## config.mk

```make
export PLATFORM = sky130hd
export DESIGN_NAME = vga_scanout
export DESIGN_NICKNAME = d
export VERILOG_FILES = /design/src/rtl/vga_pkg.sv /design/src/rtl/nes_palette_rom.sv /design/src/rtl/vga_scanout.sv
export SDC_FILE = /design/constraint.sdc
export NUM_CORES = 1
export LEC_CHECK = 0
export CORE_MARGIN = 2
export CORE_UTILIZATION = 60
export CTS_BUF_LIST = sky130_fd_sc_hd__clkbuf_4 sky130_fd_sc_hd__clkbuf_8 sky130_fd_sc_hd__clkbuf_16
export DETAILED_ROUTE_END_ITERATION = 8
export DONT_BUFFER_PORTS = 1
export HOLD_SLACK_MARGIN = 0.12
export PLACE_DENSITY = 0.76
export SETUP_SLACK_MARGIN = 0.1
export SLEW_MARGIN = 20
export SYNTH_ARGS = -nofsm -noshare
export SYNTH_HDL_FRONTEND = slang
export SYNTH_SLANG_ARGS = --single-unit
```

## constraint.sdc

```tcl
create_clock -name clk -period 6.2 [get_ports clk]
set_clock_uncertainty 0.1 [all_clocks]
set_input_delay 0.93 -clock clk [delete_from_list [all_inputs] [get_ports clk]]
set_output_delay 0.93 -clock clk [all_outputs]
set_load 0.02 [all_outputs]
```

## src/rtl/vga_pkg.sv

```systemverilog
// Shared VGA 640x480@60 timing constants, window geometry and pixel types
// used by the scan-out block and its palette ROM.
package vga_pkg;

  localparam logic [9:0] H_VISIBLE = 10'd640;
  localparam logic [9:0] H_FRONT   = 10'd16;
  localparam logic [9:0] H_SYNC    = 10'd96;
  localparam logic [9:0] H_BACK    = 10'd48;
  localparam logic [9:0] H_TOTAL   = H_VISIBLE + H_FRONT + H_SYNC + H_BACK;
  localparam logic [9:0] H_LAST    = H_TOTAL - 10'd1;
  localparam logic [9:0] H_SYNC_START = H_VISIBLE + H_FRONT;
  localparam logic [9:0] H_SYNC_END   = H_SYNC_START + H_SYNC;

  localparam logic [9:0] V_VISIBLE = 10'd480;
  localparam logic [9:0] V_FRONT   = 10'd10;
  localparam logic [9:0] V_SYNC    = 10'd2;
  localparam logic [9:0] V_BACK    = 10'd33;
  localparam logic [9:0] V_TOTAL   = V_VISIBLE + V_FRONT + V_SYNC + V_BACK;
  localparam logic [9:0] V_LAST    = V_TOTAL - 10'd1;
  localparam logic [9:0] V_SYNC_START = V_VISIBLE + V_FRONT;
  localparam logic [9:0] V_SYNC_END   = V_SYNC_START + V_SYNC;

  // Frame-buffer image is 256x240; native mode places it top-left,
  // doubled mode centres a 512x480 copy horizontally.
  localparam logic [9:0] NATIVE_W    = 10'd256;
  localparam logic [9:0] NATIVE_H    = 10'd240;
  localparam logic [9:0] S2X_H_START = 10'd64;
  localparam logic [9:0] S2X_H_END   = S2X_H_START + 10'd512;

  localparam logic [9:0] OOR_ADDR  = 10'h3FF;
  localparam logic [5:0] NES_BLACK = 6'h3F;

  typedef struct packed {
    logic [3:0] r;
    logic [3:0] g;
    logic [3:0] b;
  } rgb444_t;

endpackage

```

## src/rtl/nes_palette_rom.sv

```systemverilog
// Fixed 64-entry NES 2C02 palette, 6-bit index to RGB444; purely combinational,
// the caller registers the output.
module nes_palette_rom
  import vga_pkg::*;
(
  input  logic [5:0] idx_i,
  output rgb444_t    rgb_o
);

  logic [11:0] rgb12;

  always_comb begin
    rgb12 = 12'h000;
    case (idx_i)
      6'h00: rgb12 = 12'h777;
      6'h01: rgb12 = 12'h00F;
      6'h02: rgb12 = 12'h00B;
      6'h03: rgb12 = 12'h42B;
      6'h04: rgb12 = 12'h908;
      6'h05: rgb12 = 12'hA02;
      6'h06: rgb12 = 12'hA10;
      6'h07: rgb12 = 12'h810;
      6'h08: rgb12 = 12'h530;
      6'h09: rgb12 = 12'h070;
      6'h0A: rgb12 = 12'h060;
      6'h0B: rgb12 = 12'h050;
      6'h0C: rgb12 = 12'h045;
      6'h0D: rgb12 = 12'h000;
      6'h0E: rgb12 = 12'h000;
      6'h0F: rgb12 = 12'h000;
      6'h10: rgb12 = 12'hBBB;
      6'h11: rgb12 = 12'h07F;
      6'h12: rgb12 = 12'h05F;
      6'h13: rgb12 = 12'h64F;
      6'h14: rgb12 = 12'hD0C;
      6'h15: rgb12 = 12'hE05;
      6'h16: rgb12 = 12'hF30;
      6'h17: rgb12 = 12'hE51;
      6'h18: rgb12 = 12'hA70;
      6'h19: rgb12 = 12'h0B0;
      6'h1A: rgb12 = 12'h0A0;
      6'h1B: rgb12 = 12'h0A4;
      6'h1C: rgb12 = 12'h088;
      6'h1D: rgb12 = 12'h000;
      6'h1E: rgb12 = 12'h000;
      6'h1F: rgb12 = 12'h000;
      6'h20: rgb12 = 12'hFFF;
      6'h21: rgb12 = 12'h3BF;
      6'h22: rgb12 = 12'h68F;
      6'h23: rgb12 = 12'h97F;
      6'h24: rgb12 = 12'hF7F;
      6'h25: rgb12 = 12'hF59;
      6'h26: rgb12 = 12'hF75;
      6'h27: rgb12 = 12'hFA4;
      6'h28: rgb12 = 12'hFB0;
      6'h29: rgb12 = 12'hBF1;
      6'h2A: rgb12 = 12'h5D5;
      6'h2B: rgb12 = 12'h5F9;
      6'h2C: rgb12 = 12'h0ED;
      6'h2D: rgb12 = 12'h777;
      6'h2E: rgb12 = 12'h000;
      6'h2F: rgb12 = 12'h000;
      6'h30: rgb12 = 12'hFFF;
      6'h31: rgb12 = 12'hAEF;
      6'h32: rgb12 = 12'hBBF;
      6'h33: rgb12 = 12'hDBF;
      6'h34: rgb12 = 12'hFBF;
      6'h35: rgb12 = 12'hFAC;
      6'h36: rgb12 = 12'hFDB;
      6'h37: rgb12 = 12'hFEA;
      6'h38: rgb12 = 12'hFD7;
      6'h39: rgb12 = 12'hDF7;
      6'h3A: rgb12 = 12'hBFB;
      6'h3B: rgb12 = 12'hBFD;
      6'h3C: rgb12 = 12'h0FF;
      6'h3D: rgb12 = 12'hFDF;
      6'h3E: rgb12 = 12'h000;
      6'h3F: rgb12 = 12'h000;
      default: rgb12 = 12'h000;
    endcase
  end

  assign rgb_o = rgb12;

endmodule

```

## src/rtl/vga_scanout.sv

```systemverilog
// 640x480@60 VGA scan-out: frame-buffer read addressing, NES palette lookup and
// sync generation. Define VGA_SCALE2X_EN for the centred 2x-scaled image.
module vga_scanout
  import vga_pkg::*;
#(
  parameter int unsigned PIX_DIV = 2,
  parameter int unsigned MEM_LAT = 1
) (
  input  logic       clk,
  input  logic       rst,
  input  logic [7:0] vga_data,
  output logic [9:0] vga_row,
  output logic [9:0] vga_col,
  output logic [3:0] vga_r,
  output logic [3:0] vga_g,
  output logic [3:0] vga_b,
  output logic       vga_hs,
  output logic       vga_vs,
  output logic       vga_blank,
  output logic       frame_start
);

  localparam int unsigned    PW         = $clog2(PIX_DIV);
  localparam logic [PW-1:0]  PRESC_LAST = PW'(PIX_DIV - 1);
  // Data is captured one tick after the address moves, so memory must settle within a pixel.
  localparam bit unused_lat_ok = (PIX_DIV >= 2) && (MEM_LAT < PIX_DIV);

  logic [PW-1:0] presc_q, presc_d;
  logic          ptick;
  logic [9:0]    h_q, h_d;
  logic [9:0]    v_q, v_d;

  logic [9:0]    row_q, row_d;
  logic [9:0]    col_q, col_d;
  logic          in_win;

  logic          hs_raw, vs_raw, blank_raw;
  logic          hs_s1_q, vs_s1_q, blank_s1_q;
  logic          hs_s2_q, vs_s2_q, blank_s2_q;

  logic [5:0]    pal_idx_q;
  rgb444_t       pal_rgb;
  rgb444_t       rgb_q;
  logic          hs_q, vs_q, blank_q, fs_q;

  logic [1:0]    unused_data_hi;
  assign unused_data_hi = vga_data[7:6];

  assign ptick = (presc_q == PRESC_LAST);

  always_comb begin
    presc_d = ptick ? '0 : presc_q + 1'b1;
    h_d     = h_q;
    v_d     = v_q;
    if (ptick) begin
      if (h_q == H_LAST) begin
        h_d = '0;
        v_d = (v_q == V_LAST) ? '0 : v_q + 1'b1;
      end else begin
        h_d = h_q + 1'b1;
      end
    end
  end

  always_comb begin
    row_d  = OOR_ADDR;
    col_d  = OOR_ADDR;
`ifdef VGA_SCALE2X_EN
    in_win = (h_q >= S2X_H_START) && (h_q < S2X_H_END) && (v_q < V_VISIBLE);
    if (in_win) begin
      col_d = (h_q - S2X_H_START) >> 1;
      row_d = v_q >> 1;
    end
`else
    in_win = (h_q < NATIVE_W) && (v_q < NATIVE_H);
    if (in_win) begin
      col_d = h_q;
      row_d = v_q;
    end
`endif
  end

  always_comb begin
    hs_raw    = !((h_q >= H_SYNC_START) && (h_q < H_SYNC_END));
    vs_raw    = !((v_q >= V_SYNC_START) && (v_q < V_SYNC_END));
    blank_raw = !((h_q < H_VISIBLE) && (v_q < V_VISIBLE));
  end

  nes_palette_rom u_palette (
    .idx_i (pal_idx_q),
    .rgb_o (pal_rgb)
  );

  always_ff @(posedge clk or posedge rst) begin
    if (rst) begin
      presc_q    <= '0;
      h_q        <= '0;
      v_q        <= '0;
      row_q      <= OOR_ADDR;
      col_q      <= OOR_ADDR;
      hs_s1_q    <= 1'b1;
      vs_s1_q    <= 1'b1;
      blank_s1_q <= 1'b1;
      hs_s2_q    <= 1'b1;
      vs_s2_q    <= 1'b1;
      blank_s2_q <= 1'b1;
      pal_idx_q  <= NES_BLACK;
      rgb_q      <= '0;
      hs_q       <= 1'b1;
      vs_q       <= 1'b1;
      blank_q    <= 1'b1;
      fs_q       <= 1'b0;
    end else begin
      presc_q <= presc_d;
      h_q     <= h_d;
      v_q     <= v_d;
      fs_q    <= ptick && (h_q == '0) && (v_q == '0);
      if (ptick) begin
        // S0: address and raw timing flags from the current position
        row_q      <= row_d;
        col_q      <= col_d;
        hs_s1_q    <= hs_raw;
        vs_s1_q    <= vs_raw;
        blank_s1_q <= blank_raw;
        // S1: frame-buffer data for the address issued last tick
        pal_idx_q  <= vga_data[5:0];
        hs_s2_q    <= hs_s1_q;
        vs_s2_q    <= vs_s1_q;
        blank_s2_q <= blank_s1_q;
        // S2: colour and syncs leave together
        rgb_q      <= blank_s2_q ? '0 : pal_rgb;
        hs_q       <= hs_s2_q;
        vs_q       <= vs_s2_q;
        blank_q    <= blank_s2_q;
      end
    end
  end

  assign vga_row     = row_q;
  assign vga_col     = col_q;
  assign vga_r       = rgb_q.r;
  assign vga_g       = rgb_q.g;
  assign vga_b       = rgb_q.b;
  assign vga_hs      = hs_q;
  assign vga_vs      = vs_q;
  assign vga_blank   = blank_q;
  assign frame_start = fs_q;

endmodule

```

==> out/metrics.csv, run 1 <==
metric;value;unit
p_switching;243;uW
ant_nets;0;
setup_tns;0;ns
worst_path_largest_cell_delay;0.92;ns
maxCapViolations;0;
layout_commonest_cell;dfstp_2;
finalHoldViolCount;0;
ir_drop;0.169;mV
netlist_instances;414;
wl_per_cell;19.1;um
drive_gt1_share;21.3;%
port_buffers;0;
synth_mux_area_share;5.25;%
finalNetCount;412;
p_comb_share;8.0;%
place_ws;3.51;ns
clk_pin_slew;0.07;ns
ys_seq_area_share;43.9;%
setup_viol;0;
routed_wl;9.00;mm
r2r_cells;6;
htreeDepth;3;
async_flop_share;100;%
cp-end-kind;register;
syn-num-nets;436;
antenna_cells;0;
drc;0;
path_cells;clkinv_1 > ha_1 > mux2_2 > a22oi_1 > a32oi_1 > o31ai_1;
synth_top_family_by_area;compound AO/OA/AOI/OAI gates;
synth-simple-area-share;17.4;%
min_from;vs_s1_q;
grt_pass1_wl;14.6;mm
first_pass_iters;7;
post-route-util;64.6;%
num_vias;3165;
gp_congestion;0.903;
hold_path.class;reg2reg;
die_y;86.0;um
dpl.hpwl;5.68;mm
final_area;0.00415;mm^2
synth_adder_area_share;3.73;%
startpoint;pal_idx_q[2];
r2r_end;vga_g[2];
power_leakage;1.73;nW
cts-resized-gates;0;
final_cell_mix;dfstp_2, dfrtp_1, nand2_1, o21ai_0, inv_1;
root_buffer;clkbuf_8;
initial_core_util;62.8;%
synth-compound-area-share;20.5;%
die_w;86.0;um
r2r_slack;3.45;ns
worst_pin_slew;0.888;ns
worstSetupPathType;reg2reg;
clock_latency;0.34;ns
cp_slowest_cell;dfstp_2;
synth_xor_area_share;2.17;%
post-route-min-period;2.75;ns
p_per_area;227;mW/mm^2
max_slew_margin;40.3;%
ys_types;68;
p_int;700;uW
synthFlopType;dfstp_2;
grt_max_degree;70;
worstPathMaxFanout;35;
crit_required;6.34;ns
initialDrtViolationCount;343;
cts_setup_buffers;0;
hold_buffers;0;
fin_crit_sh;44.3;%
std_cell_rows;29;
grt_pass1_vias;2805;
avgSynthCellArea;9.73;um^2
ys_ff_latch;69;
grt_antenna_before_repair;0;
slew_violations;0;
dieArea;0.00739;mm^2
cts.sinks;69;
place_area;0.00395;mm^2
yosys_warnings;0;
p_sw_share;25.7;%
clockBufferDepth;2;
cts_made_buffers;9;
grt_use_total;25.1;%
synth-edff-count;0;
grt_overflow;0;
critPathCapture;vga_g[2];
pwr-share-clk;39.7;%
outcome;completed;
layout_setup_ws;3.45;ns
core;0.00642;mm^2
fmax;0.364;GHz
via_per_inst;6.71;
power_frac_seq;52.3;%
grt_setup_unrepaired;false;
areaGrowthSynthToFinish;2.95;%
synthesis.area;0.00403;mm^2
ios;46;
r2r-start;pal_idx_q[2];
worstSetupStartpointType;register;
tritoncts;done;
cp.arrival;2.89;ns
## layout make-up
type	count	area, um^2
fillers	527	2270
repair buffers	2	15.0
clock buffers	12	153
multi-input cells	284	1970
clock inverters	4	48.8
flip-flops and latches	69	1770
well taps	77	96.3
inverters	24	90.1
## sequential cells by signal, summed over array words and instances (netlist names), 4 cells and up
register	flops
vga_r	4
h_q	10
vga_b	4
vga_col	10
vga_g	4
v_q	10
vga_row	10
pal_idx_q	6
## power groups by stage
stage               registers [mW]  logic, mW  clock network (mW)
floorplan                    0.488     0.0681                   0
global placement             0.501     0.0719                   0
detailed placement           0.501     0.0733                   0
CTS                          0.493     0.0742               0.384
global route                 0.496     0.0837               0.405
finish                       0.494     0.0753               0.374
## routing by layer
metal  share of wire (%)  wire, um  GRT usage (%)  vias up
li1                    -         -              -     1459
met3                 8.3       749           6.35       19
met5                   0         0              0        -
met4                 1.3       114           7.79        0
met2                  45      4020           35.7      160
met1                  46      4110           37.6     1527
## critical path, delay by kind of cell, from the launching register on
kind	cells	cell delay [ns]
flops	1	0.92
buf+inv	1	0.49
compound gates	3	0.42
fa+ha+maj	1	0.43
mux	1	0.28
## worst min path at each step
| stage | end | slack (ns) | cells past startpoint |
|---|---|---|---|
| floorplan | vs_s1_q | 0.35 | 2 |
| global placement | vs_s1_q | 0.36 | 2 |
| detailed placement | vs_s1_q | 0.37 | 2 |
| CTS | vs_s1_q | 0.38 | 2 |
| global route | vs_s1_q | 0.42 | 2 |
| finish | vs_s1_q | 0.38 | 2 |
## Yosys cell counts (6+ instances only)
cell / instances / area share (%)
nand2b_1: 10 / 1.6
clkbuf_1: 21 / 2.0
nand2_1: 31 / 2.9
nor2_1: 19 / 1.8
mux2_2: 15 / 4.2
buf_6: 6 / 1.7
inv_1: 22 / 2.0
nor3_1: 9 / 1.1
a21oi_1: 17 / 2.1
o21ai_0: 28 / 3.5
nand3_1: 19 / 2.4
o22a_1: 13 / 2.8
dfstp_2: 35 / 23
ha_1: 12 / 3.7
dfrtp_1: 34 / 21
nor2b_1: 10 / 1.6
xor2_1: 7 / 1.5
## cell families after synthesis
kind of cell / count (synthesis)
AOI/OAI and AO/OA: 115
xor gates and xnor gates: 10
adders and majority gates: 12
buffers and inverters: 61
DFF: 69
muxes: 18
and+or+nand+nor: 129
## stage by stage
step / total power [mW] / hold slack [ns] / cells
3_5_place_dp: 0.574 / 0.368 / 456
2_1_floorplan: 0.556 / 0.346 / 414
5_1_grt: 0.984 / 0.419 / 472
4_1_cts: 0.951 / 0.378 / 472
3_3_place_gp: 0.573 / 0.363 / 456
6_report: 0.943 / 0.377 / 472
(Power assumes the default switching activity.)
==> run 2: changes to the inputs <==
--- a/config.mk
+++ b/config.mk
@@ -6,7 +6,7 @@
 export NUM_CORES = 1
 export LEC_CHECK = 0
 export CORE_MARGIN = 2
-export CORE_UTILIZATION = 60
+export CORE_UTILIZATION = 58
 export CTS_BUF_LIST = sky130_fd_sc_hd__clkbuf_4 sky130_fd_sc_hd__clkbuf_8 sky130_fd_sc_hd__clkbuf_16
 export DETAILED_ROUTE_END_ITERATION = 8
 export DONT_BUFFER_PORTS = 1
==> constraint.sdc (replaced) <==
create_clock -name clk -period 2.29 [get_ports clk]
set_clock_uncertainty 0.1 [all_clocks]
set_input_delay 0.3435 -clock clk [delete_from_list [all_inputs] [get_ports clk]]
set_output_delay 0.3435 -clock clk [all_outputs]
set_load 0.02 [all_outputs]
==> out/metrics.csv, run 2 (synthesized netlist as in run 1, its figures left out) <==
metric;value;unit
clock_latency;0.34;ns
antenna_cells;0;
power_leakage;1.86;nW
htreeDepth;3;
finalHoldViolCount;0;
drive_gt1_share;24.7;%
setup_viol;0;
p_per_area;595;mW/mm^2
regArea;0.00177;mm^2
clk_pin_slew;0.07;ns
finalNetCount;438;
initial_core_util;59.6;%
ir_drop;0.362;mV
wl_per_cell;18.8;um
fmax;0.473;GHz
dpl.hpwl;6.34;mm
tritoncts;done;
slew_violations;0;
gp_congestion;0.920;
maxCapViolations;0;
crit_required;2.40;ns
core;0.00676;mm^2
grt_antenna_before_repair;0;
worstSetupPathType;reg2reg;
die_y;87.4;um
outcome;completed;
via_per_inst;6.48;
grt_pass1_wl;15.6;mm
clockBufferDepth;2;
layout_commonest_cell;dfstp_2;
layout_setup_ws;0.175;ns
cp.arrival;2.23;ns
routed_wl;9.41;mm
worst_pin_slew;0.488;ns
worstSetupStartpointType;register;
post-route-min-period;2.11;ns
grt_setup_unrepaired;false;
initialDrtViolationCount;249;
r2r-start;pal_idx_q[1];
port_buffers;0;
num_vias;3248;
grt_max_degree;50;
cts_made_buffers;9;
final_cell_mix;dfstp_2, dfrtp_1, nand2_1, o21ai_0;
startpoint;pal_idx_q[1];
areaGrowthSynthToFinish;9.16;%
hold_path.class;in2async;
multi_input_area;0.00199;mm^2
cp-end-kind;register;
ant_nets;0;
std_cell_rows;30;
setup_tns;0;ns
cts.sinks;69;
num-fill-cells;556;
max_slew_margin;67.4;%
root_buffer;clkbuf_8;
drc;0;
grt_use_total;26.5;%
worstPathMaxFanout;10;
place_ws;0.0497;ns
die_w;87.4;um
fin_crit_sh;92.3;%
grt_pass1_vias;3058;
ios;46;
grt_overflow;0;
dieArea;0.00763;mm^2
first_pass_iters;5;
-- run 2: final cells by class --
class / instances / share of cell area, %
Clock buffer: 13 / 3.78
Sequential cell: 69 / 40.3
Inverter: 24 / 2.05
Multi-Input combinational cell: 284 / 45.2
Tap cell: 80 / 2.28
Timing Repair Buffer: 28 / 5.46
Clock inverter: 3 / 0.995
-- run 2: path summary, 6_finish.rpt --
check / slack [ns] / endpoint / depth (start not counted)
worst max-delay path: 0.18 / vga_g[0] / 6
worst min-delay path: 0.39 / vga_g[0] / 2
worst max register to register: 0.18 / vga_g[0] / 6
worst min register to register: 0.40 / blank_s1_q / 2
max in group asynchronous: 1.02 / vga_col[4] / 3
min in group clk: 0.40 / blank_s1_q / 2
-- run 2: metrics by stage --
step           area (um^2)  util (%)  hold WS (ns)  instances  power, mW
3_5_place_dp          4100      60.7         0.178        477       1.58
2_1_floorplan         4030         -         0.346        414       1.50
6_report              4400      65.1         0.391        501       2.62
4_1_cts               4400      65.1         0.382        501       2.63
5_1_grt               4400      65.1         0.420        501       2.72
3_3_place_gp          4100      60.7         0.173        477       1.57
-- run 2: worst max-delay path: stages (launching register included) --
cell	delay (ns)
dfstp_2	0.54
buf_4	0.16
ha_1	0.41
nor2b_1	0.26
o21ai_0	0.16
a31oi_1	0.22
o32ai_1	0.12
-- run 2: per-layer routing --
layer	global-route usage [%]	routed length, um	up-vias
met3	7.01	631	17
li1	-	-	1511
met5	0	0	-
met4	8.81	142	0
met1	37.6	4280	1606
met2	39.5	4360	114
-- run 2: repair_timing --
action,in CTS,in global routing
setup buffers,1,0
gates resized for setup,2,0
endpoints found under the setup margin,1,0
hold endpoints to repair,17,0
hold buffers,7,0
-- run 2: where the power goes --
part / switching, mW / internal [mW]
logic: 0.145 / 0.111
clock network: 0.454 / 0.588
registers: 0.0645 / 1.25
==> run 3: changes to the inputs <==
--- a/config.mk
+++ b/config.mk
@@ -7,9 +7,9 @@
 export LEC_CHECK = 0
 export CORE_MARGIN = 2
 export CORE_UTILIZATION = 58
-export CTS_BUF_LIST = sky130_fd_sc_hd__clkbuf_4 sky130_fd_sc_hd__clkbuf_8 sky130_fd_sc_hd__clkbuf_16
 export DETAILED_ROUTE_END_ITERATION = 8
 export DONT_BUFFER_PORTS = 1
+export GPL_ROUTABILITY_DRIVEN = 0
 export HOLD_SLACK_MARGIN = 0.12
 export PLACE_DENSITY = 0.76
 export SETUP_SLACK_MARGIN = 0.1
==> constraint.sdc (replaced) <==
create_clock -name clk -period 2.29 [get_ports clk]
set_clock_uncertainty 0.1 [all_clocks]
set_input_delay 0.458 -clock clk [delete_from_list [all_inputs] [get_ports clk]]
set_output_delay 0.458 -clock clk [all_outputs]
set_load 0.02 [all_outputs]
==> out/metrics.csv, run 3 (synthesized netlist as in run 1, its figures left out) <==
metric;value;unit
outcome;completed;
fin_crit_sh;92.5;%
post-route-min-period;2.12;ns
setup_viol;0;
p_per_area;592;mW/mm^2
clockBufferDepth;2;
num_vias;3302;
via_per_inst;6.62;
pwr-share-clk;39.1;%
port_buffers;0;
setup_tns;0;ns
max_slew_margin;65.7;%
antenna_cells;0;
clock_latency;0.35;ns
worstSetupPathType;reg2reg;
grt_use_total;26.2;%
regArea;0.00177;mm^2
fmax;0.472;GHz
std_cell_rows;30;
maxCapViolations;0;
drc;0;
drive_gt1_share;25.3;%
r2r_cells;6;
worstSetupStartpointType;register;
cts.sinks;69;
initialDrtViolationCount;198;
finalNonFillerCells;499;
cp-end-kind;register;
grt_overflow;0;
areaGrowthSynthToFinish;8.48;%
die_y;87.4;um
r2r_slack;0.17;ns
grt_pass1_vias;3169;
initial_core_util;59.6;%
num-fill-cells;556;
core;0.00676;mm^2
dpl.hpwl;6.42;mm
p_switching;695;uW
p_int;1.90;mW
finalHoldViolCount;0;
worst_pin_slew;0.514;ns
dieArea;0.00763;mm^2
r2r_end;vga_g[2];
power;2.59;mW
path_delay_family;flip-flops;
layout_commonest_cell;dfstp_2;
critPathBufInv;1;
power_leakage;1.84;nW
grt_max_degree;48;
whs_path_depth;2;
p_sw_share;26.8;%
htreeDepth;3;
power_frac_seq;50.7;%
hold_path.class;in2reg;
grt_antenna_before_repair;0;
cp.arrival;2.28;ns
worst_path_largest_cell_delay;0.69;ns
wl_per_cell;18.9;um
holdPathEnd;pal_idx_q[0];
tritoncts;done;
worstPathMaxFanout;14;
root_buffer;clkbuf_8;
grt_pass1_wl;15.5;mm
routed_wl;9.42;mm
r2r-start;pal_idx_q[2];
slew_violations;0;
crit_required;2.45;ns
min_from;vga_data[0];
ant_nets;0;
p_comb_share;10.2;%
clk_pin_slew;0.08;ns
final_cell_mix;dfstp_2, dfrtp_1, nand2_1, o21ai_0, buf_4;
holdWs;0.128;ns
path_cells;clkinv_1 > ha_1 > mux2_2 > a22oi_1 > a32oi_1 > o31ai_1;
cp_slowest_cell;dfstp_2;
ir_drop;0.528;mV
cts_made_buffers;9;
multi_input_area;0.00199;mm^2
first_pass_iters;5;
die_w;87.4;um
finalNetCount;436;
dp_cells;478;
grt_setup_unrepaired;false;
ios;46;
[run 3: changes by cell type in the layout (fill, tap and decap cells not counted), sizes merged]
cell / before / now
clkinv: 4 / 5
buf: 21 / 22
dlygate4sd3: 7 / 4
clkinvlp: 0 / 2
clkbuf: 13 / 10
[run 3: worst max path at each step]
| stage | cells after the start | slack (ns) | startpoint | to |
|---|---|---|---|---|
| after global placement | 6 | 0.09 | pal_idx_q[0] | vga_g[0] |
| after floorplan | 6 | 0.12 | pal_idx_q[0] | vga_g[0] |
| after detailed placement | 6 | 0.04 | pal_idx_q[0] | vga_g[0] |
| after global routing | 6 | 0.12 | pal_idx_q[0] | vga_g[0] |
| after CTS | 7 | 0.21 | pal_idx_q[0] | vga_g[2] |
| final | 6 | 0.17 | pal_idx_q[2] | vga_g[2] |
[run 3: power by group through the flow]
stage	clock, mW	combinational, mW	sequential [mW]
after floorplan	0	0.185	1.32
after global placement	0	0.240	1.33
after detailed placement	0	0.247	1.33
after CTS	1.03	0.259	1.31
after global routing	1.08	0.289	1.32
final	1.01	0.265	1.31
[run 3: final cells by class]
cell class | instances | area share [%]
Multi-Input combinational cell | 284 | 45.5
Timing Repair Buffer | 26 | 4.98
Inverter | 24 | 2.15
Clock inverter | 6 | 1.40
Tap cell | 80 | 2.29
Clock buffer | 10 | 3.15
Sequential cell | 69 | 40.5
[run 3: through the flow]
step / utilization, % / area [um^2] / worst slack, ns
after floorplan: - / 4030 / 0.117
after CTS: 64.7 / 4370 / 0.205
final: 64.7 / 4370 / 0.171
after global routing: 64.7 / 4370 / 0.118
after detailed placement: 60.8 / 4110 / 0.0389
after global placement: 60.8 / 4110 / 0.0863
[run 3: layer usage]
metal	wire (um)	global-route usage (%)	share of wire, %	vias to the layer above
li1	-	-	-	1504
met1	4250	37.1	45	1641
met2	4340	38.6	46	133
met3	569	5.69	6.0	24
met4	255	11.7	2.7	0
met5	0	0	0	-
[run 3: timing repair]
action | 4_1_cts | 5_1_grt
endpoints found under the setup margin | 2 | 2
hold buffers | 4 | 0
endpoints found under the hold margin | 13 | 0
pin swaps | 1 | 0
setup buffers | 1 | 0
resized for setup | 2 | 1
